==> config.mk <==
export PLATFORM = sky130hd
export DESIGN_NAME = hsv_core_branch_redirect_flat
export DESIGN_NICKNAME = d
export VERILOG_FILES = /design/src/rtl/hsv_core_branch_redirect_if.sv /design/src/rtl/hsv_core_branch_redirect.sv /design/src/flat_wrapper.sv
export SDC_FILE = /design/constraint.sdc
export NUM_CORES = 1
export LEC_CHECK = 0
export ABC_AREA = 0
export CORE_UTILIZATION = 40
export DETAILED_ROUTE_END_ITERATION = 12
export PLACE_DENSITY = 0.8
export SYNTH_ARGS = -nofsm -noshare
export SYNTH_HDL_FRONTEND = slang
export SYNTH_SLANG_ARGS = --single-unit
==> constraint.sdc <==
create_clock -name clk_core -period 1.7 [get_ports clk_core]
set_clock_uncertainty 0.2 [all_clocks]
set_input_delay 0.34 -clock clk_core [delete_from_list [all_inputs] [get_ports clk_core]]
set_output_delay 0.34 -clock clk_core [all_outputs]
set_load 0.01 [all_outputs]
==> src/rtl/hsv_core_branch_redirect_if.sv <==
// hsv_core_branch_redirect_if
//   Bundles the signals between the branch unit, commit, fetch and the
//   branch-redirect block. clk_core/rst_core are not part of the bundle.
//
//   Branch unit side : valid_i, in_pc, in_taken, in_target -> ; <- stall_o
//   Commit side      : flush_req, stall_i -> ; <- valid_o, out_pc,
//                      out_next_pc, out_misaligned
//   Pipeline flush   : <- flush_o
//   Fetch side       : redirect_ready -> ; <- redirect_valid, redirect_pc
//
//   Modports:
//     slave  - the redirect block itself (consumes branches, drives records)
//     master - the surrounding pipeline / environment
interface hsv_core_branch_redirect_if;

  logic        flush_req;
  logic        stall_i;
  logic        stall_o;

  logic        valid_i;
  logic [31:0] in_pc;
  logic        in_taken;
  logic [31:0] in_target;

  logic        valid_o;
  logic [31:0] out_pc;
  logic [31:0] out_next_pc;
  logic        out_misaligned;

  logic        flush_o;

  logic        redirect_valid;
  logic        redirect_ready;
  logic [31:0] redirect_pc;

  modport slave (
    input  flush_req,
    input  stall_i,
    input  valid_i,
    input  in_pc,
    input  in_taken,
    input  in_target,
    input  redirect_ready,
    output stall_o,
    output valid_o,
    output out_pc,
    output out_next_pc,
    output out_misaligned,
    output flush_o,
    output redirect_valid,
    output redirect_pc
  );

  modport master (
    output flush_req,
    output stall_i,
    output valid_i,
    output in_pc,
    output in_taken,
    output in_target,
    output redirect_ready,
    input  stall_o,
    input  valid_o,
    input  out_pc,
    input  out_next_pc,
    input  out_misaligned,
    input  flush_o,
    input  redirect_valid,
    input  redirect_pc
  );

endinterface

==> src/rtl/hsv_core_branch_redirect.sv <==
// hsv_core_branch_redirect
//   Consumer end of the branch resolution path. Accepts a resolved branch
//   (valid_i/in_pc/in_taken/in_target), produces the committed next-PC
//   record for commit, and on an aligned taken branch flushes younger
//   stages for FLUSH_CYCLES cycles before offering a PC redirect to fetch.
//   The branch unit is stalled (stall_o) while a flush/redirect is running.
//
//   Ports:
//     clk_core  - core clock
//     rst_core  - synchronous active-high reset
//     bus       - hsv_core_branch_redirect_if.slave (branch, commit,
//                 flush and redirect signals)
//
//   Parameters:
//     FLUSH_CYCLES - cycles flush_o is held before the redirect (0..15)
//
//   Optional feature (macro HSV_CORE_BRANCH_STATS_EN):
//     perf_taken         - saturating count of accepted aligned taken branches
//     perf_redirect_wait - saturating count of REDIRECT cycles without
//                          redirect_ready
//     Both clear only on rst_core.
module hsv_core_branch_redirect #(
  parameter int unsigned FLUSH_CYCLES = 2
) (
  input  logic                             clk_core,
  input  logic                             rst_core,
  hsv_core_branch_redirect_if.slave        bus
`ifdef HSV_CORE_BRANCH_STATS_EN
  ,
  output logic [31:0]                      perf_taken,
  output logic [31:0]                      perf_redirect_wait
`endif
);

  typedef enum logic [1:0] {
    IDLE     = 2'd0,
    FLUSH    = 2'd1,
    REDIRECT = 2'd2
  } state_t;

  localparam logic [3:0] FLUSH_INIT = 4'(FLUSH_CYCLES);

  state_t     state;
  logic [3:0] flush_cnt;

  logic       busy;
  logic       accept;
  logic       taken_aligned;
  logic       taken_misaligned;

  always_comb begin
    busy             = (state != IDLE);
    bus.stall_o      = bus.stall_i | busy;
    accept           = bus.valid_i & ~bus.stall_o;
    taken_aligned    = bus.in_taken & (bus.in_target[1:0] == 2'b00);
    taken_misaligned = bus.in_taken & (bus.in_target[1:0] != 2'b00);
  end

  always_ff @(posedge clk_core) begin
    if (rst_core) begin
      state              <= IDLE;
      flush_cnt          <= '0;
      bus.valid_o        <= 1'b0;
      bus.out_pc         <= '0;
      bus.out_next_pc    <= '0;
      bus.out_misaligned <= 1'b0;
      bus.flush_o        <= 1'b0;
      bus.redirect_valid <= 1'b0;
      bus.redirect_pc    <= '0;
    end else if (bus.flush_req) begin
      // Trap/commit flush wins: any branch offered this cycle is dropped and
      // an in-flight redirect is abandoned (a coincident redirect_ready is
      // simply treated as completed by fetch).
      state              <= IDLE;
      flush_cnt          <= '0;
      bus.valid_o        <= 1'b0;
      bus.flush_o        <= 1'b0;
      bus.redirect_valid <= 1'b0;
    end else begin
      // Commit record: load on acceptance, hold under downstream stall,
      // otherwise retire after one cycle.
      if (accept) begin
        bus.valid_o        <= 1'b1;
        bus.out_pc         <= bus.in_pc;
        bus.out_next_pc    <= bus.in_taken ? bus.in_target : (bus.in_pc + 32'd4);
        bus.out_misaligned <= taken_misaligned;
      end else if (!bus.stall_i) begin
        bus.valid_o <= 1'b0;
      end

      case (state)
        IDLE: begin
          // Misaligned taken targets are left for commit to trap on; only
          // aligned ones start the flush/redirect sequence.
          if (accept && taken_aligned) begin
            bus.redirect_pc <= bus.in_target;
            if (FLUSH_CYCLES > 0) begin
              state       <= FLUSH;
              flush_cnt   <= FLUSH_INIT;
              bus.flush_o <= 1'b1;
            end else begin
              state              <= REDIRECT;
              bus.redirect_valid <= 1'b1;
            end
          end
        end

        FLUSH: begin
          if (flush_cnt <= 4'd1) begin
            state              <= REDIRECT;
            flush_cnt          <= '0;
            bus.flush_o        <= 1'b0;
            bus.redirect_valid <= 1'b1;
          end else begin
            flush_cnt <= flush_cnt - 4'd1;
          end
        end

        REDIRECT: begin
          if (bus.redirect_ready) begin
            state              <= IDLE;
            bus.redirect_valid <= 1'b0;
          end
        end

        default: begin
          state              <= IDLE;
          flush_cnt          <= '0;
          bus.flush_o        <= 1'b0;
          bus.redirect_valid <= 1'b0;
        end
      endcase
    end
  end

`ifdef HSV_CORE_BRANCH_STATS_EN
  // Counters survive flush_req; only reset clears them.
  always_ff @(posedge clk_core) begin
    if (rst_core) begin
      perf_taken         <= '0;
      perf_redirect_wait <= '0;
    end else begin
      if (!bus.flush_req && accept && taken_aligned && (perf_taken != '1)) begin
        perf_taken <= perf_taken + 32'd1;
      end
      if ((state == REDIRECT) && !bus.redirect_ready && (perf_redirect_wait != '1)) begin
        perf_redirect_wait <= perf_redirect_wait + 32'd1;
      end
    end
  end
`endif

endmodule
==> src/flat_wrapper.sv <==
// flat-port wrapper written by rule: the top's interface ports become plain ports
module hsv_core_branch_redirect_flat 
#(
  parameter int unsigned FLUSH_CYCLES = 2
)
  (clk_core, rst_core, bus_flush_req, bus_stall_i, bus_valid_i, bus_in_pc, bus_in_taken, bus_in_target, bus_redirect_ready, bus_stall_o, bus_valid_o, bus_out_pc, bus_out_next_pc, bus_out_misaligned, bus_flush_o, bus_redirect_valid, bus_redirect_pc);
  hsv_core_branch_redirect_if bus_i ();
  input  logic clk_core;
  input  logic rst_core;
  input wire logic [$bits(bus_i.flush_req)-1:0] bus_flush_req;
  input wire logic [$bits(bus_i.stall_i)-1:0] bus_stall_i;
  input wire logic [$bits(bus_i.valid_i)-1:0] bus_valid_i;
  input wire logic [$bits(bus_i.in_pc)-1:0] bus_in_pc;
  input wire logic [$bits(bus_i.in_taken)-1:0] bus_in_taken;
  input wire logic [$bits(bus_i.in_target)-1:0] bus_in_target;
  input wire logic [$bits(bus_i.redirect_ready)-1:0] bus_redirect_ready;
  output wire logic [$bits(bus_i.stall_o)-1:0] bus_stall_o;
  output wire logic [$bits(bus_i.valid_o)-1:0] bus_valid_o;
  output wire logic [$bits(bus_i.out_pc)-1:0] bus_out_pc;
  output wire logic [$bits(bus_i.out_next_pc)-1:0] bus_out_next_pc;
  output wire logic [$bits(bus_i.out_misaligned)-1:0] bus_out_misaligned;
  output wire logic [$bits(bus_i.flush_o)-1:0] bus_flush_o;
  output wire logic [$bits(bus_i.redirect_valid)-1:0] bus_redirect_valid;
  output wire logic [$bits(bus_i.redirect_pc)-1:0] bus_redirect_pc;
  assign bus_i.flush_req = bus_flush_req;
  assign bus_i.stall_i = bus_stall_i;
  assign bus_i.valid_i = bus_valid_i;
  assign bus_i.in_pc = bus_in_pc;
  assign bus_i.in_taken = bus_in_taken;
  assign bus_i.in_target = bus_in_target;
  assign bus_i.redirect_ready = bus_redirect_ready;
  assign bus_stall_o = bus_i.stall_o;
  assign bus_valid_o = bus_i.valid_o;
  assign bus_out_pc = bus_i.out_pc;
  assign bus_out_next_pc = bus_i.out_next_pc;
  assign bus_out_misaligned = bus_i.out_misaligned;
  assign bus_flush_o = bus_i.flush_o;
  assign bus_redirect_valid = bus_i.redirect_valid;
  assign bus_redirect_pc = bus_i.redirect_pc;
  hsv_core_branch_redirect #(.FLUSH_CYCLES(FLUSH_CYCLES)) u_core (.clk_core(clk_core), .rst_core(rst_core), .bus(bus_i));
endmodule
==> flow_summary_export.csv <==
group,metric,value,unit
run_status,status,"finished, violations left",
run_status,violations,"negative setup slack",
floorplan,core_area,11400,sq um
worst_setup_path,worst_setup_path_start_kind,"flop",
power_and_ir_drop,switchingPower,1.46,mW
sta,max_freq,514,MHz
placed_design,io_buffers,171,
synthesis,ys_top_cells_by_area,"dfxtp_1, nand2_1, a21oi_1",
power_and_ir_drop,seqPwrFrac,45.3,%
synthesis,synth_edf_count,0,
clocking,cts.clk_slew.worst_paths,0.07,ns
worst_setup_path,worstSetupPathType,"flop to flop",
sta,min_period,1.95,ns
power_and_ir_drop,intPower,4.25,mW
synthesis,syn_area,4690,sq um
clocking,ctsHoldBuffers,0,
power_and_ir_drop,powerDensity,685,nW/um^2
sta,slew_viol_final,0,
synthesis,ys_types,48,
power_and_ir_drop,vdd_drop_max,0.000446,V
placed_design,dp_cells,932,
floorplan,row_count,39,
clocking,cts_sinks,106,
global_route,grt_max_degree,41,
placed_design,dp_hpwl,11400,um
worst_setup_path,arrival,1.98,ns
synthesis,yosysMostFrequentCell,"nand2_1",
worst_setup_path,crit_path_start,"u_core.state[0]",
drt,drt_pass1_iterations,5,
clocking,cts_made_buffers,9,
clocking,htree_levels,3,
cells_and_area,drive_gt1_share,33.3,%
power_and_ir_drop,leakage,3.53,nW
cells_and_area,final_cells,976,
cells_and_area,syn2layout_area_growth,77.4,%
drt,drtIter0Drc,504,
synthesis,synth_top_area_cell,"dfxtp_1",
cells_and_area,stdcell_area,8320,sq um
hold_path,hold_start,"bus_stall_i",
power_and_ir_drop,comb_power_share,17.0,%
worst_setup_path,endpoint_kind,"flop",
power_and_ir_drop,finalPower,5.71,mW
clocking,cts_tree,"built",
synthesis,postSynthCellCount,587,
power_and_ir_drop,clock_power_share,37.7,%
clocking,cts_root_buffer,"clkbuf_16",
global_route,antenna_found_initial,0,
cells_and_area,nets,901,
clocking,ctsLongestPathBuffers,2,
global_route,grt_pass1_wl,27200,um
synthesis,async_reset_ff_share,0,%
floorplan,die_h,110,um
drt,wirelength,19400,um
drt,vias,5538,
sta,fin_ws,-0.247,ns
hold_path,hold_path.class,"input port to flop",
synthesis,synth_top_area_share,45.2,%
drt,drtAntennaViolNets,0,
drt,vias_per_cell,5.67,
synthesis,avgSynthCellArea,7.99,sq um
synthesis,synth.top_cells.by_count,"nand2_1, dfxtp_1, a21oi_1",
placed_design,placed_cell_area,7000,sq um
drt,drc_errors,0,
synthesis,synth-seq-cells,106,
synthesis,ys.flop_type,"dfxtp_1",
global_route,first_global_vias,5405,
floorplan,start_util,41.1,%
synthesis,ys_warn_count,0,
synthesis,syn_nets,661,
sta,holdWs,0.203,ns
worst_setup_path,path_max_fanout,6,
sta,worstMarginPinSlew,0.382,ns
sta,rsz0062_at_grt,"true",
sta,hold_violations,0,
power_and_ir_drop,p_sw_share,25.5,%
worst_setup_path,timing.rr.start,"u_core.state[0]",
cells_and_area,fillers,793,
worst_setup_path,required,1.73,ns
sta,layout_worst_path_cycle_share,115,%
sta,setup_viol,98,
drt,wl_per_cell,19.8,um
clocking,clkLatencyLatePin,0.35,ns
cells_and_area,fin_util,72.9,%
run,cap_violations,0,
floorplan,pin_count,172,
floorplan,die-area,12200,sq um
global_route,grt_overflow_total,0,
floorplan,chipWidth,110,um
global_route,gr-usage-all-layers,29.4,%
placed_design,gp_congestion,0.844,
sta,relSlewSlack,74.2,%
synthesis,yosysSeqAreaShare,45.2,%
power by group through the flow:
stage          Clock, mW  Sequential, mW  Combinational [mW]
2_1_floorplan          0            2.66               0.256
3_3_place_gp           0            2.64               0.786
3_5_place_dp           0            2.64               0.800
4_1_cts             2.14            2.58               0.880
5_1_grt             2.25            2.59                1.02
6_report            2.15            2.58               0.972
final timing paths:
| check | end | slack [ns] | cells after the start |
|---|---|---|---|
| hold reg to reg | u_core.bus.redirect_pc[26] | 0.26 | 2 |
| setup / recovery | u_core.bus.redirect_pc[30] | -0.25 | 8 |
| hold / removal | u_core.bus.valid_o | 0.20 | 4 |
| setup reg to reg | u_core.bus.redirect_pc[30] | -0.25 | 8 |
metrics by stage:
| stage | setup TNS (ns) | worst slack, ns |
|---|---|---|
| 6_report | -13.31 | -0.247 |
| 5_1_grt | -18.85 | -0.299 |
| 4_1_cts | -8.73 | -0.182 |
| 3_5_place_dp | -66.25 | -0.748 |
| 3_3_place_gp | -59.17 | -0.677 |
| 2_1_floorplan | -0.281 | -0.0398 |
registers in the layout, indices dropped and copies added, names as in the netlist:
signal / cells
u_core.bus.out_next_pc: 32
u_core.bus.out_pc: 32
u_core.bus.redirect_pc: 32
u_core.flush_cnt: 4
u_core.state: 2
u_core.bus.flush_o: 1
u_core.bus.out_misaligned: 1
u_core.bus.redirect_valid: 1
u_core.bus.valid_o: 1
cell usage in the layout, fill, tap and decap left out, types with 14 or more instances in the layout:
cell,count
nand2_2,26
buf_6,18
nand2_1,103
a21oi_1,45
nor2_1,20
buf_4,65
nand2_4,24
dlygate4sd2_1,122
dfxtp_1,102
a21oi_2,48
xnor2_1,14
clkdlybuf4s50_1,46
critical path: stages, from the launching register on:
cell and delay, ns:
dfxtp_2 0.34, nor4b_4 0.28, buf_4 0.18, buf_6 0.10, nand3_4 0.08, or2_4 0.34, buf_6 0.17, nand2_2 0.07
a21oi_2 0.06
routing by layer:
metal | global-route usage [%] | routed length, um | vias up
met5 | 0 | 0 | -
met4 | 12.6 | 615 | 0
met3 | 5.17 | 1330 | 56
met2 | 49.5 | 9530 | 276
met1 | 36.8 | 7890 | 2693
li1 | - | - | 2513
area by class of cell:
type,count,area [sq um],area share (%)
Tap cell,143,179,2.15
Timing Repair Buffer,272,2660,31.9
Multi-Input combinational cell,434,3040,36.5
Sequential cell,106,2130,25.6
Clock inverter,2,35.0,0.421
Inverter,4,20.0,0.241
Clock buffer,14,264,3.17
Antenna cell,1,2.50,0.0301
logic make-up (layout without fill, tap and decap cells):
logic type	count (synthesis)	in the layout	synth area share, %
multiplexers	4	4	0.854
AND/OR/NAND/NOR	258	259	25.7
XOR/XNOR	26	26	4.85
AO/OA/AOI/OAI	142	142	17.6
other	0	1	0
flip-flops	106	106	45.2
buffers and inverters	48	292	4.99
adder cells (fa/ha/maj)	3	3	0.800
repair_timing:
| action | in CTS | in global routing |
|---|---|---|
| resized for setup | 222 | 135 |
| setup endpoints to repair | 204 | 103 |
| setup buffers | 15 | 7 |
| gates cloned | 11 | 1 |
| pin swaps | 33 | 74 |
No activity file was read; power rests on OpenSTA's default activity.
